<file path="src/rtl/mel_accum_if.sv">
// mel_accum_if: bin input, mel band RAM port and dump output of the mel accumulator
interface mel_accum_if #(
   parameter int PW = 32,
   parameter int WW = 12,
   parameter int AW = 44
);
   logic          frame_start;
   logic          bin_valid;
   logic          bin_ready;
   logic [PW-1:0] bin_pow;
   logic [4:0]    bin_band;
   logic [WW-1:0] bin_weight;
   logic          bin_last;
   logic          regmel_wren;
   logic [4:0]    regmel_addr;
   logic [AW-1:0] addmel_out;
   logic [AW-1:0] regmel_out;
   logic          mel_valid;
   logic [4:0]    mel_band;
   logic [AW-1:0] mel_data;
   logic          busy;
   logic          sat_flag;
   logic          err_band;
   modport master (
      output frame_start, bin_valid, bin_pow, bin_band, bin_weight, bin_last, regmel_out,
      input  bin_ready, regmel_wren, regmel_addr, addmel_out, mel_valid, mel_band, mel_data,
             busy, sat_flag, err_band
   );
   modport slave (
      input  frame_start, bin_valid, bin_pow, bin_band, bin_weight, bin_last, regmel_out,
      output bin_ready, regmel_wren, regmel_addr, addmel_out, mel_valid, mel_band, mel_data,
             busy, sat_flag, err_band
   );
endinterface

</file>
<file path="src/rtl/mel_accum_ctrl.sv">
// mel_accum_ctrl: clear / saturating read-modify-write / dump sequencer for the mel band RAM
module mel_accum_ctrl #(
   parameter int NBANDS = 23,
   parameter int PW     = 32,
   parameter int WW     = 12,
   parameter int AW     = 44
) (
   input logic       clk,
   input logic       rst,
   mel_accum_if.slave m
);
   typedef enum logic [2:0] {IDLE, CLEAR, ACC, RD, WR, DUMP, DLAST} state_t;
   state_t        state;
   logic [4:0]    cnt, band_q;
   logic          last_q;
   logic [AW-1:0] prod_q;
   logic [AW:0]   sum;
   logic          cnt_end, bad_band;
   assign sum      = {1'b0, m.regmel_out} + {1'b0, prod_q};
   assign cnt_end  = cnt == 5'(NBANDS - 1);
   assign bad_band = m.bin_band >= 5'(NBANDS);
   always_comb begin
      m.bin_ready   = state == ACC && !m.frame_start;
      m.regmel_wren = state == CLEAR || state == WR;
      m.regmel_addr = (state == CLEAR || state == DUMP) ? cnt :
                      (state == RD || state == WR) ? band_q : '0;
      m.addmel_out  = state != WR ? '0 : sum[AW] ? '1 : sum[AW-1:0];
      m.mel_data    = m.mel_valid ? m.regmel_out : '0;
      m.busy        = state != IDLE;
   end
   // the read result of RD lands in regmel_out during WR, where the sum is formed
   always_ff @(posedge clk) begin
      if (rst) begin
         state       <= IDLE;
         cnt         <= '0;
         band_q      <= '0;
         last_q      <= 1'b0;
         prod_q      <= '0;
         m.mel_valid <= 1'b0;
         m.mel_band  <= '0;
         m.sat_flag  <= 1'b0;
         m.err_band  <= 1'b0;
      end else if (m.frame_start) begin
         state       <= CLEAR;
         cnt         <= '0;
         m.mel_valid <= 1'b0;
         m.sat_flag  <= 1'b0;
         m.err_band  <= 1'b0;
      end else begin
         m.mel_valid <= state == DUMP;
         m.mel_band  <= cnt;
         case (state)
            CLEAR: begin
               cnt <= cnt_end ? '0 : cnt + 5'd1;
               if (cnt_end) state <= ACC;
            end
            ACC: if (m.bin_valid) begin
               band_q <= m.bin_band;
               last_q <= m.bin_last;
               prod_q <= {{WW{1'b0}}, m.bin_pow} * {{PW{1'b0}}, m.bin_weight};
               if (bad_band) begin
                  m.err_band <= 1'b1;
                  if (m.bin_last) begin
                     state <= DUMP;
                     cnt   <= '0;
                  end
               end else state <= RD;
            end
            RD: state <= WR;
            WR: begin
               if (sum[AW]) m.sat_flag <= 1'b1;
               state <= last_q ? DUMP : ACC;
               cnt   <= '0;
            end
            DUMP: begin
               cnt <= cnt + 5'd1;
               if (cnt_end) state <= DLAST;
            end
            DLAST: state <= IDLE;
            default: state <= IDLE;
         endcase
      end
   end
endmodule

</file>
<file path="src/flat_wrapper.sv">
// flat-port wrapper written by rule: the top's interface ports become plain ports
module mel_accum_ctrl_flat 
#(
   parameter int NBANDS = 23,
   parameter int PW     = 32,
   parameter int WW     = 12,
   parameter int AW     = 44
)
  (clk, rst, m_frame_start, m_bin_valid, m_bin_pow, m_bin_band, m_bin_weight, m_bin_last, m_regmel_out, m_bin_ready, m_regmel_wren, m_regmel_addr, m_addmel_out, m_mel_valid, m_mel_band, m_mel_data, m_busy, m_sat_flag, m_err_band);
  mel_accum_if #(.PW(PW), .WW(WW), .AW(AW)) m_i ();
  input logic clk;
  input logic rst;
  input wire logic [$bits(m_i.frame_start)-1:0] m_frame_start;
  input wire logic [$bits(m_i.bin_valid)-1:0] m_bin_valid;
  input wire logic [$bits(m_i.bin_pow)-1:0] m_bin_pow;
  input wire logic [$bits(m_i.bin_band)-1:0] m_bin_band;
  input wire logic [$bits(m_i.bin_weight)-1:0] m_bin_weight;
  input wire logic [$bits(m_i.bin_last)-1:0] m_bin_last;
  input wire logic [$bits(m_i.regmel_out)-1:0] m_regmel_out;
  output wire logic [$bits(m_i.bin_ready)-1:0] m_bin_ready;
  output wire logic [$bits(m_i.regmel_wren)-1:0] m_regmel_wren;
  output wire logic [$bits(m_i.regmel_addr)-1:0] m_regmel_addr;
  output wire logic [$bits(m_i.addmel_out)-1:0] m_addmel_out;
  output wire logic [$bits(m_i.mel_valid)-1:0] m_mel_valid;
  output wire logic [$bits(m_i.mel_band)-1:0] m_mel_band;
  output wire logic [$bits(m_i.mel_data)-1:0] m_mel_data;
  output wire logic [$bits(m_i.busy)-1:0] m_busy;
  output wire logic [$bits(m_i.sat_flag)-1:0] m_sat_flag;
  output wire logic [$bits(m_i.err_band)-1:0] m_err_band;
  assign m_i.frame_start = m_frame_start;
  assign m_i.bin_valid = m_bin_valid;
  assign m_i.bin_pow = m_bin_pow;
  assign m_i.bin_band = m_bin_band;
  assign m_i.bin_weight = m_bin_weight;
  assign m_i.bin_last = m_bin_last;
  assign m_i.regmel_out = m_regmel_out;
  assign m_bin_ready = m_i.bin_ready;
  assign m_regmel_wren = m_i.regmel_wren;
  assign m_regmel_addr = m_i.regmel_addr;
  assign m_addmel_out = m_i.addmel_out;
  assign m_mel_valid = m_i.mel_valid;
  assign m_mel_band = m_i.mel_band;
  assign m_mel_data = m_i.mel_data;
  assign m_busy = m_i.busy;
  assign m_sat_flag = m_i.sat_flag;
  assign m_err_band = m_i.err_band;
  mel_accum_ctrl #(.NBANDS(NBANDS), .PW(PW), .WW(WW), .AW(AW)) u_core (.clk(clk), .rst(rst), .m(m_i));
endmodule
</file>
<file path="config.mk">
export PLATFORM = sky130hd
export DESIGN_NAME = mel_accum_ctrl_flat
export DESIGN_NICKNAME = d
export VERILOG_FILES = /design/src/rtl/mel_accum_if.sv /design/src/rtl/mel_accum_ctrl.sv /design/src/flat_wrapper.sv
export SDC_FILE = /design/constraint.sdc
export NUM_CORES = 1
export LEC_CHECK = 0
export ABC_CLOCK_PERIOD_IN_PS = 14400
export BUFFER_PORTS_ARGS = -buffer_cell sky130_fd_sc_hd__buf_2
export CORE_UTILIZATION = 25
export DETAILED_ROUTE_END_ITERATION = 8
export GPL_TIMING_DRIVEN = 0
export SLEW_MARGIN = 20
export SYNTH_ARGS = -nofsm -noshare
export SYNTH_HDL_FRONTEND = slang
export SYNTH_SLANG_ARGS = --single-unit
</file>
<file path="constraint.sdc">
create_clock -name clk -period 14.4 [get_ports clk]
set_input_delay 0 -clock clk [delete_from_list [all_inputs] [get_ports clk]]
set_output_delay 0 -clock clk [all_outputs]
set_load 0.02 [all_outputs]
</file>
==> metrics.md <==
| Metric | Value |
|---|---|
| Setup TNS Final | 0 ps |
| Synthesized area | 17,600 sq um |
| Via count | 15,200 |
| Area fraction of the dominant cell type after synthesis | 0.342 |
| Unrepaired setup endpoints after global routing | no |
| Die Y-Extent | 267 um |
| Buffers on Ports | 200 |
| EDFF count, synth | 0 |
| Clk slew on worst S/H paths | 50 ps |
| Die area | 71,400 sq um |
| Status | finished, final reports clean |
| Routed WL per cell | 16.7 um |
| Nets | 2,924 |
| FMAX | 0.163 GHz |
| Routed Wire Length | 55,700 um |
| Highest fanout seen on the critical path | 10 |
| Slew Limit Fails | 0 |
| First-pass GRT wire length | 86,400 um |
| Net Sw Frac | 0.551 |
| Row Count | 96 |
| Main synth FF type | dfxtp_1 |
| Rel. slew slack | 0.434 |
| Vias per cell | 4.57 |
| Largest net degree at the start of global routing | 11 |
| Commonest cells post-synth | nand2_1 (405), inv_1 (352), fa_1 (301) |
| Vias in the first global route | 15,000 |
| Clk_skew | 2.50 ps |
| Synth top area cells | fa_1 (34%), ha_1 (9.1%), nand2_1 (8.6%) |
| Seq/Total Area, Yosys | 0.0751 |
| Cell mode on critical path | fa_1 |
| P_leak | 9.75 nW |
| DRC violation total after the first TritonRoute iteration | 767 |
| Mean Syn Cell Area | 8.08 sq um |
| Yosys top cell by area | fa_1 |
| Final Power | 0.00357 W |
| Async S/R FF share, synth | 0 |
| Critical Path Start Type | input pin |
| Synth Instances | 2,178 |
| Post-Syn Nets | 2,705 |
| Comb pwr share | 0.895 |
| Syn. warnings | 0 |
| P_int | 0.00160 W |
| All-Layer GR Usage | 0.156 |
| Period utilization | 0.427 |
| Delay-heaviest family, CP | adder cells |
| Antenna-violating nets left | 0 |
| Grt ovf | 0 |
| Core Area | 69,100 sq um |
| Worst-skew pair later-pin latency | 330 ps |
| Clock network power share | 0.054 |
| Num ports | 202 |
| Min-Delay Path Class | in2reg |
| Critical path buffers and inverters | 7 |
| Critical path depth | 22 |
| Hold Fails Final Rpt | 0 |
| Initial antenna violation count | 17 |
| Post-layout min period | 6150 ps |
| Starting Density | 0.255 |
| Final GP Congestion | 0.895 |
| DRC errors left | 0 |
| H-tree Lvls | 3 |
| Synth Register Bits | 66 |
| Clock sink count | 66 |
| R2R depth | 9 |
| Die Wd | 267 um |
| HPWL after DPL | 48,000 um |
| Area grow syn2layout | 14.2% |
| CTS tree | done |
| Finished Core Util | 0.291 |
| Crit path kind | in2reg |
| Flop pwr share | 0.051 |
| Clock Tree Root | clkbuf_16 |
| Num CTS Buffers | 9 |
| CP max stage delay | 570 ps |
| Psw | 0.00197 W |
| Most numerous cell in the Yosys netlist | nand2_1 |
| Critical path arrival | 6430 ps |
| Maximum VDD drop | 160 uV |
| Crit end category | flip-flop |
| WP data required | 14,680 ps |
| Yosys cell types | 82 |
| Clock Tree Buf Depth | 2 |
| CP cell instances | dlygate4sd3_1 -> buf_2 -> clkbuf_1 -> nand2_1 -> fa_1 -> fa_1 -> inv_1 -> fa_1 -> fa_1 -> inv_1 -> fa_1 -> inv_1 -> ha_1 -> buf_2 -> nand2_1 -> or4_1 -> a21oi_2 -> nor3_1 -> o31ai_1 -> a221oi_1 -> o41ai_1 -> a21o_1 |
| Worst-Margin Slew | 849 ps |
| Slowest stage cell, crit path | dlygate4sd3_1 |
| Final instance area | 20,100 sq um |
| Power density over the cells | 178 nW/um^2 |
| TritonRoute pass-1 iters | 5 |
| Hold depth | 3 |
| Max cap viols | 0 |
| Placed Area | 19,800 sq um |
| Final setup viols | 0 |
| Share of layout cells above drive strength 1 | 0.119 |
[path summary, 6_finish.rpt]
kind                            slack (ps)           endpoint               from
worst max-delay path                  8250  u_core.prod_q[40]       m_bin_pow[0]
worst min-delay path                    30  u_core.m.err_band        m_bin_valid
worst max register to register       11260  u_core.prod_q[14]    u_core.state[1]
worst min register to register         450  u_core.prod_q[38]  u_core.prod_q[38]
[repair_timing]
item                                   4_1_cts  5_1_grt
endpoints found under the hold margin        7        0
buffers inserted                             0        0
hold buffers                                 8        0
resized for setup                            0        0
[registers in the layout (all words and copies together) (netlist names), 3 cells and up]
| signal | cells |
|---|---|
| u_core.band_q | 5 |
| u_core.state | 3 |
| u_core.cnt | 5 |
| u_core.prod_q | 44 |
| u_core.m.mel_band | 5 |
[worst register-to-register path: stages, from the launching register on]
cell and delay [ps]:
dfxtp_1 310, clkbuf_1 250, nand2b_1 220, nor3_1 500, and2_0 200, clkbuf_1 220
clkbuf_1 500, clkbuf_1 530, nand2_1 150, a21oi_1 180
[cell type report]
type / instances / area (sq um)
Multi-Input combinational cell: 1637 / 14400
Sequential cell: 66 / 1320
Clock buffer: 11 / 233
Inverter: 352 / 1320
Buffer: 123 / 533
Fill cell: 7530 / 49000
Timing Repair Buffer: 208 / 1080
Antenna cell: 3 / 7.51
Clock inverter: 4 / 20.0
Tap cell: 931 / 1160
[per-stage QoR]
stage / hold WS, ps / worst slack [ps] / instances
after floorplan: 136 / 9160 / 2178
after global placement: 271 / 8020 / 3309
after detailed placement: 271 / 7990 / 3309
after CTS: 20.9 / 8310 / 3332
after global routing: 56.9 / 7920 / 3334
final: 33.4 / 8250 / 3335
[power groups by stage]
| stage | clock, W | sequential [W] | combinational [W] |
|---|---|---|---|
| CTS | 0.000195 | 0.000184 | 0.00318 |
| floorplan | 0 | 0.000188 | 0.00242 |
| global placement | 0 | 0.000188 | 0.00316 |
| detailed placement | 0 | 0.000188 | 0.00316 |
| global route | 0.000202 | 0.000184 | 0.00366 |
| finish | 0.000191 | 0.000184 | 0.00320 |
[metal layers]
| metal | track usage | vias to the layer above | share of wire |
|---|---|---|---|
| met1 | 0.212 | 7313 | 0.45 |
| met3 | 0.0234 | 76 | 0.064 |
| li1 | - | 7331 | - |
| met5 | 0 | - | 0.0029 |
| met4 | 0.0430 | 24 | 0.025 |
| met2 | 0.256 | 489 | 0.46 |
[kinds of logic (layout without fill, tap and decap cells)]
family                     Yosys count  count (layout)  synth area share
AOI/OAI and AO/OA                  387             387             0.148
xor gates and xnor gates            69              69            0.0343
adders and majority gates          429             429             0.434
buffers and inverters              475             698             0.105
DFF                                 66              66            0.0751
muxes                                7               7           0.00405
other                                0               3                 0
and+or+nand+nor                    745             745             0.199
[cells in the final DEF (no fill, tap or decap), types with 7 or more instances in the layout]
cell	count
clkbuf_16	9
dfxtp_1	66
fa_1	301
xnor2_1	38
dlygate4sd3_1	8
inv_1	352
nor2_1	58
and2_1	161
nand3_1	28
a21oi_2	41
nand2_1	405
a21oi_1	130
ha_1	128
or3_1	7
and3_1	9
nor3_1	17
nor2b_1	14
a21o_1	39
o21a_1	12
clkbuf_1	115
a211oi_1	11
a31oi_1	17
nand4_1	16
xor2_1	31
o21bai_1	15
o21ai_0	51
nand2b_1	8
buf_2	203
No activity file was read; power rests on OpenSTA's default activity.
